**config.mk**
```make
export PLATFORM = sky130hd
export DESIGN_NAME = reg_bank_hs
export DESIGN_NICKNAME = d
export VERILOG_FILES = /design/src/rtl/reg_bank_hs.sv
export SDC_FILE = /design/constraint.sdc
export NUM_CORES = 1
export LEC_CHECK = 0
export ABC_AREA = 1
export BUFFER_PORTS_ARGS = -buffer_cell sky130_fd_sc_hd__buf_2
export CAP_MARGIN = 10
export CORE_AREA = 2 2 336 338
export CTS_CLUSTER_SIZE = 12
export DETAILED_ROUTE_END_ITERATION = 10
export DIE_AREA = 0 0 338 340
export GPL_ROUTABILITY_DRIVEN = 0
export PLACE_DENSITY = 0.34
export SYNTH_ARGS = -nofsm -noshare
export SYNTH_HDL_FRONTEND = slang
export SYNTH_SLANG_ARGS = --single-unit
```
**constraint.sdc**
```tcl
create_clock -name reg_clk -period 3.9 [get_ports reg_clk]
set_input_delay 0.78 -clock reg_clk [delete_from_list [all_inputs] [get_ports reg_clk]]
set_output_delay 0.78 -clock reg_clk [all_outputs]
set_load 0.05 [all_outputs]
```
**src/rtl/reg_bank_hs.sv**
```systemverilog
// rtl/reg_bank_hs.sv - control/status register bank with ack/err handshake, write protect, byte lanes and irq
//
// Purpose:
//   NUM_REGS 32-bit words at a 4-byte stride. Each word is RW, RO (driven by
//   hw_rdat) or W1C (sticky bits set by hw_set, cleared by writing ones).
//   Every accepted strobe gets exactly one reg_ack pulse on the following
//   cycle, carrying reg_rdat and reg_err.
//
// Ports:
//   reg_clk, reg_rstn   clock, synchronous active-low reset
//   wp_dis              1 = words in WP_MASK may be written
//   reg_wr, reg_rd      single-cycle access strobes
//   reg_we              byte enables for writes
//   reg_addr            byte address
//   reg_wdat            write data
//   reg_rdat            read data, qualified by reg_ack
//   reg_ack             one-cycle response pulse
//   reg_err             error flag, qualified by reg_ack
//   reg_ovr             sticky: strobe arrived while a response was pending
//   hw_rdat             RO word sources, word i at [32*i+:32]
//   hw_set              W1C per-bit set pulses, word i at [32*i+:32]
//   reg_q               current word values (RO words show hw_rdat)
//   irq                 registered OR of all W1C bits

module reg_bank_hs #(
  parameter int                     ADDR_WIDTH = 24,
  parameter int                     NUM_REGS   = 8,
  parameter logic [NUM_REGS-1:0]    RW_MASK    = '1,
  parameter logic [NUM_REGS-1:0]    W1C_MASK   = '0,
  parameter logic [NUM_REGS-1:0]    WP_MASK    = '0,
  parameter logic [NUM_REGS*32-1:0] RST_VAL    = '0
) (
  input  logic                     reg_clk,
  input  logic                     reg_rstn,
  input  logic                     wp_dis,
  input  logic                     reg_wr,
  input  logic                     reg_rd,
  input  logic [3:0]               reg_we,
  input  logic [ADDR_WIDTH-1:0]    reg_addr,
  input  logic [31:0]              reg_wdat,
  output logic [31:0]              reg_rdat,
  output logic                     reg_ack,
  output logic                     reg_err,
  output logic                     reg_ovr,
  input  logic [NUM_REGS*32-1:0]   hw_rdat,
  input  logic [NUM_REGS*32-1:0]   hw_set,
  output logic [NUM_REGS*32-1:0]   reg_q,
  output logic                     irq
);

  localparam int AW = ADDR_WIDTH - 2;

  // W1C overrides RW; anything that is neither is read-only.
  localparam logic [NUM_REGS-1:0] RO_MASK = ~(RW_MASK | W1C_MASK);

  typedef enum logic {IDLE, RESP} state_t;
  state_t state;

  logic [AW-1:0]       word_addr;
  logic [NUM_REGS-1:0] sel;
  logic                strobe;
  logic                dec_err;
  logic                wr_ok;
  logic [31:0]         lane;
  logic [31:0]         rd_word;
  logic                irq_next;

  assign word_addr = reg_addr[ADDR_WIDTH-1:2];
  assign strobe    = reg_wr | reg_rd;
  assign lane      = {{8{reg_we[3]}}, {8{reg_we[2]}}, {8{reg_we[1]}}, {8{reg_we[0]}}};

  // One-hot word select; an all-zero select means the index is out of range.
  always_comb begin
    sel = '0;
    for (int i = 0; i < NUM_REGS; i++) begin
      sel[i] = (word_addr == AW'(i));
    end
  end

  always_comb begin
    dec_err = (reg_wr & reg_rd)
            | (reg_addr[1:0] != 2'b00)
            | ~(|sel)
            | (reg_wr & (|(sel & RO_MASK)))
            | (reg_wr & (|(sel & WP_MASK)) & ~wp_dis);
  end

  // Only a strobe accepted in IDLE may modify state.
  assign wr_ok = (state == IDLE) & reg_wr & ~dec_err;

  // Read data comes from the current flop / hw_rdat values, i.e. before the
  // same-edge write or hw_set lands.
  always_comb begin
    rd_word = '0;
    for (int i = 0; i < NUM_REGS; i++) begin
      if (sel[i]) rd_word = reg_q[32*i +: 32];
    end
  end

  always_comb begin
    irq_next = 1'b0;
    for (int i = 0; i < NUM_REGS; i++) begin
      if (W1C_MASK[i]) irq_next = irq_next | (|reg_q[32*i +: 32]);
    end
  end

  for (genvar i = 0; i < NUM_REGS; i++) begin : g_word
    if (W1C_MASK[i]) begin : g_w1c
      logic [31:0] q;
      logic [31:0] clr;
      assign clr = (wr_ok && sel[i]) ? (reg_wdat & lane) : 32'h0;
      // Set is applied after the clear so a same-cycle set wins.
      always_ff @(posedge reg_clk) begin
        if (!reg_rstn) q <= RST_VAL[32*i +: 32];
        else           q <= (q & ~clr) | hw_set[32*i +: 32];
      end
      assign reg_q[32*i +: 32] = q;
    end else if (RW_MASK[i]) begin : g_rw
      logic [31:0] q;
      always_ff @(posedge reg_clk) begin
        if (!reg_rstn)              q <= RST_VAL[32*i +: 32];
        else if (wr_ok && sel[i])   q <= (q & ~lane) | (reg_wdat & lane);
      end
      assign reg_q[32*i +: 32] = q;
    end else begin : g_ro
      assign reg_q[32*i +: 32] = hw_rdat[32*i +: 32];
    end
  end

  // hw_set only matters for W1C words and hw_rdat only for RO words.
  logic unused_ok;
  assign unused_ok = ^{hw_set, hw_rdat};

  always_ff @(posedge reg_clk) begin
    if (!reg_rstn) begin
      state    <= IDLE;
      reg_rdat <= '0;
      reg_ack  <= 1'b0;
      reg_err  <= 1'b0;
      reg_ovr  <= 1'b0;
      irq      <= 1'b0;
    end else begin
      irq <= irq_next;
      case (state)
        IDLE: begin
          if (strobe) begin
            state    <= RESP;
            reg_ack  <= 1'b1;
            reg_err  <= dec_err;
            reg_rdat <= (reg_rd && !dec_err) ? rd_word : 32'h0;
          end else begin
            reg_ack  <= 1'b0;
            reg_err  <= 1'b0;
            reg_rdat <= '0;
          end
        end
        RESP: begin
          state    <= IDLE;
          reg_ack  <= 1'b0;
          reg_err  <= 1'b0;
          reg_rdat <= '0;
          // A strobe here is dropped without response.
          if (strobe) reg_ovr <= 1'b1;
        end
        default: state <= IDLE;
      endcase
    end
  end

endmodule

```
Word level (Yosys, flattened, before mapping). Cells that the tools add are included.

Reductions and logical operators: 14. Equality and inequality tests: 7. $lt $le $gt $ge: 0. Shift-type cells: 0. $add $sub $neg: 0. Mux-type cells: 15. Div/mod/pow operators: 0. Bitwise operators: 27. Multipliers: 0.

Operators with widths (count): $mux 32 (10); $and 32x32->32 (9); $or 32x32->32 (8); $eq 22x3->1 const B (4); $pmux 32 s2 (1); $eq 22x2->1 const B (2); $not 32->32 (1); $eq 22x1->1 const B (1); $logic_not 22->1 (1); $logic_and 1x1->1 (9); $reduce_or 8->1 (1); $pmux 1 s2 (2); $and 1x1->1 (3); $not 1->1 (3); $or 1x1->1 (3); $mux 1 (2); $reduce_and 2->1 (1); $reduce_bool 2->1 (1); $logic_not 1->1 (1).

Bits in writable memories: 0. ROM bits: 0. Word-level logic and storage cells: 75. Memories kept: 0. Register bits after elaboration: 291. Output and inout bits: 292. Latch bits: 0.

Depth between registers and ports, before layout. Gate-level depths: netlist of the first run.

Depth after elaboration: 12. Gate-level depth with buffers: 15.

Worst setup path before layout of the first run. No wires, ideal clock.

Path kind: input to register. Start point: in reg_addr[19]. End point: reg with a tool-made name. Setup time: 118 ps. Setup slack: 1541 ps. Data required time: 3782 ps. Buffers on the path: 2. Data arrival time: 2241 ps. Stages: 11. Cell sequence: or2_1 -> nor2_2 -> buf_4 -> nand3_4 -> nand2_1 -> nor2_2 -> nand2_8 -> nand4_4 -> clkbuf_1 -> nor3_1 -> nor2_1.

RTL lines: start: declaration (line 39) `input logic [ADDR_WIDTH-1:0] reg_addr,`.

==> results of run 1 <==
## worst max-delay path, delay by kind of cell
kind	cells	cell delay (ns)
AOI/OAI and AO/OA	1	0.11
buffers and inverters	2	0.72
and+or+nand+nor	10	1.54
## kinds of logic (layout without fill, tap and decap cells)
family / after synthesis / in the layout / share of synthesized area
other: 1 / 2 / 0.0002498
buffers and inverters: 274 / 529 / 0.07402
AND/OR/NAND/NOR: 1198 / 1198 / 0.3497
AO/OA/AOI/OAI: 419 / 419 / 0.1880
flip-flops: 291 / 291 / 0.3881
## report_power, final
group          internal [mW]  switching, mW
combinational         0.0517          0.267
clock                   2.19           1.57
sequential              2.98        0.00238
total                   5.22           1.84
## layout make-up
| class | instances | area (um^2) |
|---|---|---|
| sequential | 291 | 5826 |
| fill | 12860 | 91890 |
| multi-input combinational | 1618 | 8107 |
| clock buffer | 61 | 1202 |
| antenna | 1 | 2.502 |
| timing repair buffer | 408 | 2375 |
| tap | 1500 | 1877 |
| inverter | 54 | 212.7 |
| clock inverter | 6 | 86.33 |
## metrics by stage
step           area (um^2)  power, mW
2_1_floorplan        15010      3.223
3_3_place_gp         18400      3.371
3_5_place_dp         18400      3.371
4_1_cts              19690      7.212
5_1_grt              19690      7.331
6_report             19690      7.060
## per-layer routing
metal,up-vias,wire length (um),GRT usage
met5,-,41,0
met4,6,1707,0.03037
met3,87,8841,0.06899
met2,404,38600,0.2327
met1,7324,33940,0.1629
li1,7678,-,-
## cell usage after synthesis (all sizes together)
| cell | instances | area share |
|---|---|---|
| or2 | 34 | 0.014 |
| nor3 | 259 | 0.087 |
| conb | 1 | 0.00025 |
| o21bai | 256 | 0.13 |
| clkbuf | 123 | 0.031 |
| a21oi | 128 | 0.043 |
| nand4 | 11 | 0.013 |
| nand2 | 468 | 0.12 |
| nor4 | 1 | 0.0014 |
| o211ai | 32 | 0.016 |
| dfxtp | 291 | 0.39 |
| nand3 | 70 | 0.025 |
| nor2 | 355 | 0.091 |
| clkinv | 2 | 0.00050 |
| o21ai | 3 | 0.0010 |
| buf | 97 | 0.030 |
| inv | 52 | 0.013 |
## worst paths after layout
| kind | slack [ns] | end | cells past startpoint |
|---|---|---|---|
| hold / removal | 0.45 | state | 3 |
| setup / recovery | 1.09 | flip-flop | 13 |
| hold reg to reg | 0.49 | reg_ovr | 2 |
| setup reg to reg | 1.76 | flip-flop | 7 |
==> impl_metrics.json, run 1 <==
{
  "status": "complete, no violations",
  "worst_pin_slew_ns": 0.9898,
  "critPathMaxFanout": 64,
  "max_freq_mhz": 355.4,
  "cts_setup_buffers": 0,
  "grt_first_pass_wirelength_um": 115900,
  "crit_chain": "buf_2 > nor2_1 > nand2_1 > nor2_1 > nand3_4 > nand2_1 > nor2_2 > nand2_8 > nand4_4 > buf_4 > o21bai_1 > nand2_1 > nor2_1",
  "drt-wirelength-per-cell_um": 21.10,
  "yosysWarningCount": 0,
  "syn_to_final_growth_pct": 31.16,
  "power.leakage_nw": 8.525,
  "hp-start": "reg_rd",
  "viasPerCell": 3.935,
  "die_h_um": 340,
  "die_area_mm2": 0.1149,
  "hpwl_um": 61210,
  "fin_tns_setup_ns": 0,
  "post-route-min-period_ns": 2.814,
  "r2r_start": "state",
  "die_w_um": 338,
  "finalSetupViolCount": 0,
  "htreeDepth": 2,
  "required_ns": 4.35,
  "cpPeakStageDelay_ns": 0.64,
  "cts_buffer_depth": 3,
  "pre_cts_slack_ns": 0.4666,
  "synth.distinct_cells": 32,
  "synthCells": 2183,
  "clkSinkCount": 291,
  "root_buffer": "clkbuf_16",
  "hold_path_class": "primary input to flip-flop",
  "critPathLaunchType": "primary input",
  "grt_max_degree": 159,
  "ant_nets": 0,
  "skew_ns": 0.03952,
  "grt_pass1_vias": 14830,
  "initialDrtViolationCount": 808,
  "rsz0062_at_grt": "no",
  "placedCellCount": 3871,
  "hold_viol_final": 0,
  "final_cells": 3939,
  "port_buffers": 354,
  "ctsHoldBuffers": 0,
  "cp-startpoint": "reg_addr[8]",
  "fin_util": 0.1765,
  "cts_resized": 0,
  "worstPathArrival_ns": 3.26,
  "synth_seq_cells": 291,
  "routed-via-count": 15500,
  "drive_above_1_share": 0.2194,
  "worst-setup-path-type": "primary input to flip-flop",
  "fin_crit_sh": 0.7215,
  "slew_viol_final": 0,
  "relSlewSlack": 0.3401,
  "worstSetupEndpointType": "flip-flop",
  "final_cell_mix": "nand2_1 (466), buf_2 (353), nor2_1 (344)",
  "rows": 123,
  "avgSynthCellArea_um2": 6.876,
  "antenna_found_initial": 5,
  "nets": 2991,
  "syn_area_mm2": 0.01501,
  "pwr_density_cell_mw_per_mm2": 358.6,
  "peakVddDrop_uv": 203.5,
  "cts_buffers": 41,
  "start_util": 0.1345,
  "grt_overflow": 0,
  "syn_nets": 2760,
  "core_mm2": 0.1116,
  "ioPinCount": 869,
  "cts_tree": "built",
  "hold_ws_ns": 0.4474,
  "track_usage": 0.1408,
  "crit_slowest_cell": "buf_4",
  "clk_latency_ns": 0.60,
  "first_pass_iters": 5,
  "wirelength_um": 83130,
  "finalWorstSetupSlack_ns": 1.086,
  "yosysSeqAreaShare": 0.3881,
  "route.detailed.drc": 0,
  "max-cap-violations": 0,
  "final_common_cell": "nand2_1",
  "path_clk_slew_ns": 0.06
}
Power figures use the tool's default switching activity.
==> run 2, diff against run 1 <==
==> constraint.sdc (replaced) <==
create_clock -name reg_clk -period 2.9 [get_ports reg_clk]
set_input_delay 0.58 -clock reg_clk [delete_from_list [all_inputs] [get_ports reg_clk]]
set_output_delay 0.58 -clock reg_clk [all_outputs]
set_load 0.05 [all_outputs]
==> run 2 against run 1 <==
Net effect: combinational power increased by 37%; die area unchanged; clock skew fell by 0.016 ns; setup slack lost 0.36 ns; via count hardly changed; final area rose by 2.1%; highest routed layer unchanged.
==> impl_metrics.json, run 2 (same netlist as run 1, synthesis figures left out) <==
{
  "fin_util": 0.1802,
  "final_area_mm2": 0.02011,
  "die_area_mm2": 0.1149,
  "grt_pass1_vias": 14980,
  "worstPathArrival_ns": 2.67,
  "cts_buffer_depth": 3,
  "pwr_density_cell_mw_per_mm2": 466.9,
  "route.detailed.drc": 0,
  "nets": 3014,
  "die_h_um": 340,
  "max-cap-violations": 0,
  "finalSetupViolCount": 0,
  "fin_tns_setup_ns": 0,
  "status": "complete, no violations",
  "finalWorstSetupSlack_ns": 0.7303,
  "wirelength_um": 82070,
  "cts_setup_buffers": 0,
  "drive_above_1_share": 0.2259,
  "worst_pin_slew_ns": 0.8725,
  "ioPinCount": 869,
  "drt-wirelength-per-cell_um": 20.69,
  "cts_tree": "built",
  "nFillCells": 12780,
  "antenna_cells": 0,
  "multi_input_area_mm2": 0.008107,
  "core_mm2": 0.1116,
  "hold_path_class": "primary input to flip-flop",
  "max_freq_mhz": 460.9,
  "post-route-min-period_ns": 2.170,
  "critPathLaunchType": "primary input",
  "grt_overflow": 0,
  "required_ns": 3.40,
  "routed-via-count": 15500,
  "start_util": 0.1345,
  "pre_cts_slack_ns": 0.1191,
  "hpwl_um": 60130,
  "placed_area_mm2": 0.01886,
  "path_clk_slew_ns": 0.06,
  "viasPerCell": 3.907,
  "seq_area_mm2": 0.005826,
  "relSlewSlack": 0.4183,
  "grt_first_pass_wirelength_um": 116200,
  "die_w_um": 338,
  "first_pass_iters": 5,
  "slew_viol_final": 0,
  "design_power_total_mw": 9.389,
  "fin_crit_sh": 0.7482,
  "syn_to_final_growth_pct": 33.96,
  "clk_latency_ns": 0.57,
  "initialDrtViolationCount": 826,
  "root_buffer": "clkbuf_16",
  "final_cell_mix": "nand2_1 (466), buf_2 (353), nor2_1 (344)",
  "worstSetupEndpointType": "flip-flop",
  "hold_viol_final": 0,
  "ant_nets": 0,
  "critPathMaxFanout": 64,
  "rsz0062_at_grt": "no",
  "htreeDepth": 2,
  "peakVddDrop_uv": 331.7,
  "power.leakage_nw": 8.725,
  "skew_ns": 0.02363,
  "grt_max_degree": 137,
  "rows": 123,
  "antenna_found_initial": 6,
  "track_usage": 0.1400,
  "ctsHoldBuffers": 0,
  "port_buffers": 354,
  "cts_resized": 0,
  "cts_buffers": 41,
  "clkSinkCount": 291,
  "worst-setup-path-type": "primary input to flip-flop",
  "final_common_cell": "nand2_1"
}
-- run 2: cell types whose count changed in the layout (fill, tap and decap cells not counted) --
cell        before  now
buf_12          15   38
clkbuf_1        11   17
clkbuf_16       42   41
clkbuf_8         8    6
clkinv_2         1    3
clkinv_8         1    0
clkinvlp_4       2    1
diode_2          1    0
inv_16           1    0
inv_6            0    3
-- run 2: where the power goes --
part,internal (mW),leakage [nW],switching [mW]
logic,0.0813,5.77,0.356
registers,4.00,2.34,0.00298
clock network,2.86,0.608,2.09
total,6.94,8.73,2.44
-- run 2: per-stage QoR --
step | hold WS [ns] | std cells
floorplan | 0.6629 | 2183
global placement | 0.4793 | 3894
detailed placement | 0.4808 | 3894
CTS | 0.2368 | 3966
global route | 0.2675 | 3966
finish | 0.2775 | 3966
-- run 2: cell type report --
| class | count | area share |
|---|---|---|
| inverter | 54 | 0.01058 |
| sequential | 291 | 0.2897 |
| clock buffer | 64 | 0.05830 |
| multi-input combinational | 1618 | 0.4031 |
| clock inverter | 8 | 0.003920 |
| timing repair buffer | 431 | 0.1410 |
| tap | 1500 | 0.09334 |
-- run 2: final timing paths --
check,startpoint,endpoint,slack [ns],cells after the start
setup reg to reg,state,flip-flop,1.20,7
hold / removal,reg_rd,state,0.28,3
setup / recovery,reg_addr[9],flip-flop,0.73,13
hold reg to reg,reg_ovr,reg_ovr,0.48,2
-- run 2: per-layer routing --
layer  up-vias  share of wire  global-route usage
met5         -        0.00028                   0
met3        89           0.11             0.06763
met2       429           0.46              0.2288
met1      7233           0.40              0.1641
met4         4          0.022             0.03231
li1       7741              -                   -
-- run 2: worst max-delay path, stage by stage --
cell      delay [ns]
buf_2           0.10
nor2_1          0.17
nand2_1         0.18
nor2_1          0.24
clkinv_1        0.15
nor2_4          0.19
buf_12          0.17
buf_4           0.13
nand4_4         0.09
buf_12          0.22
o21bai_1        0.19
nand2_1         0.07
nor2_1          0.10
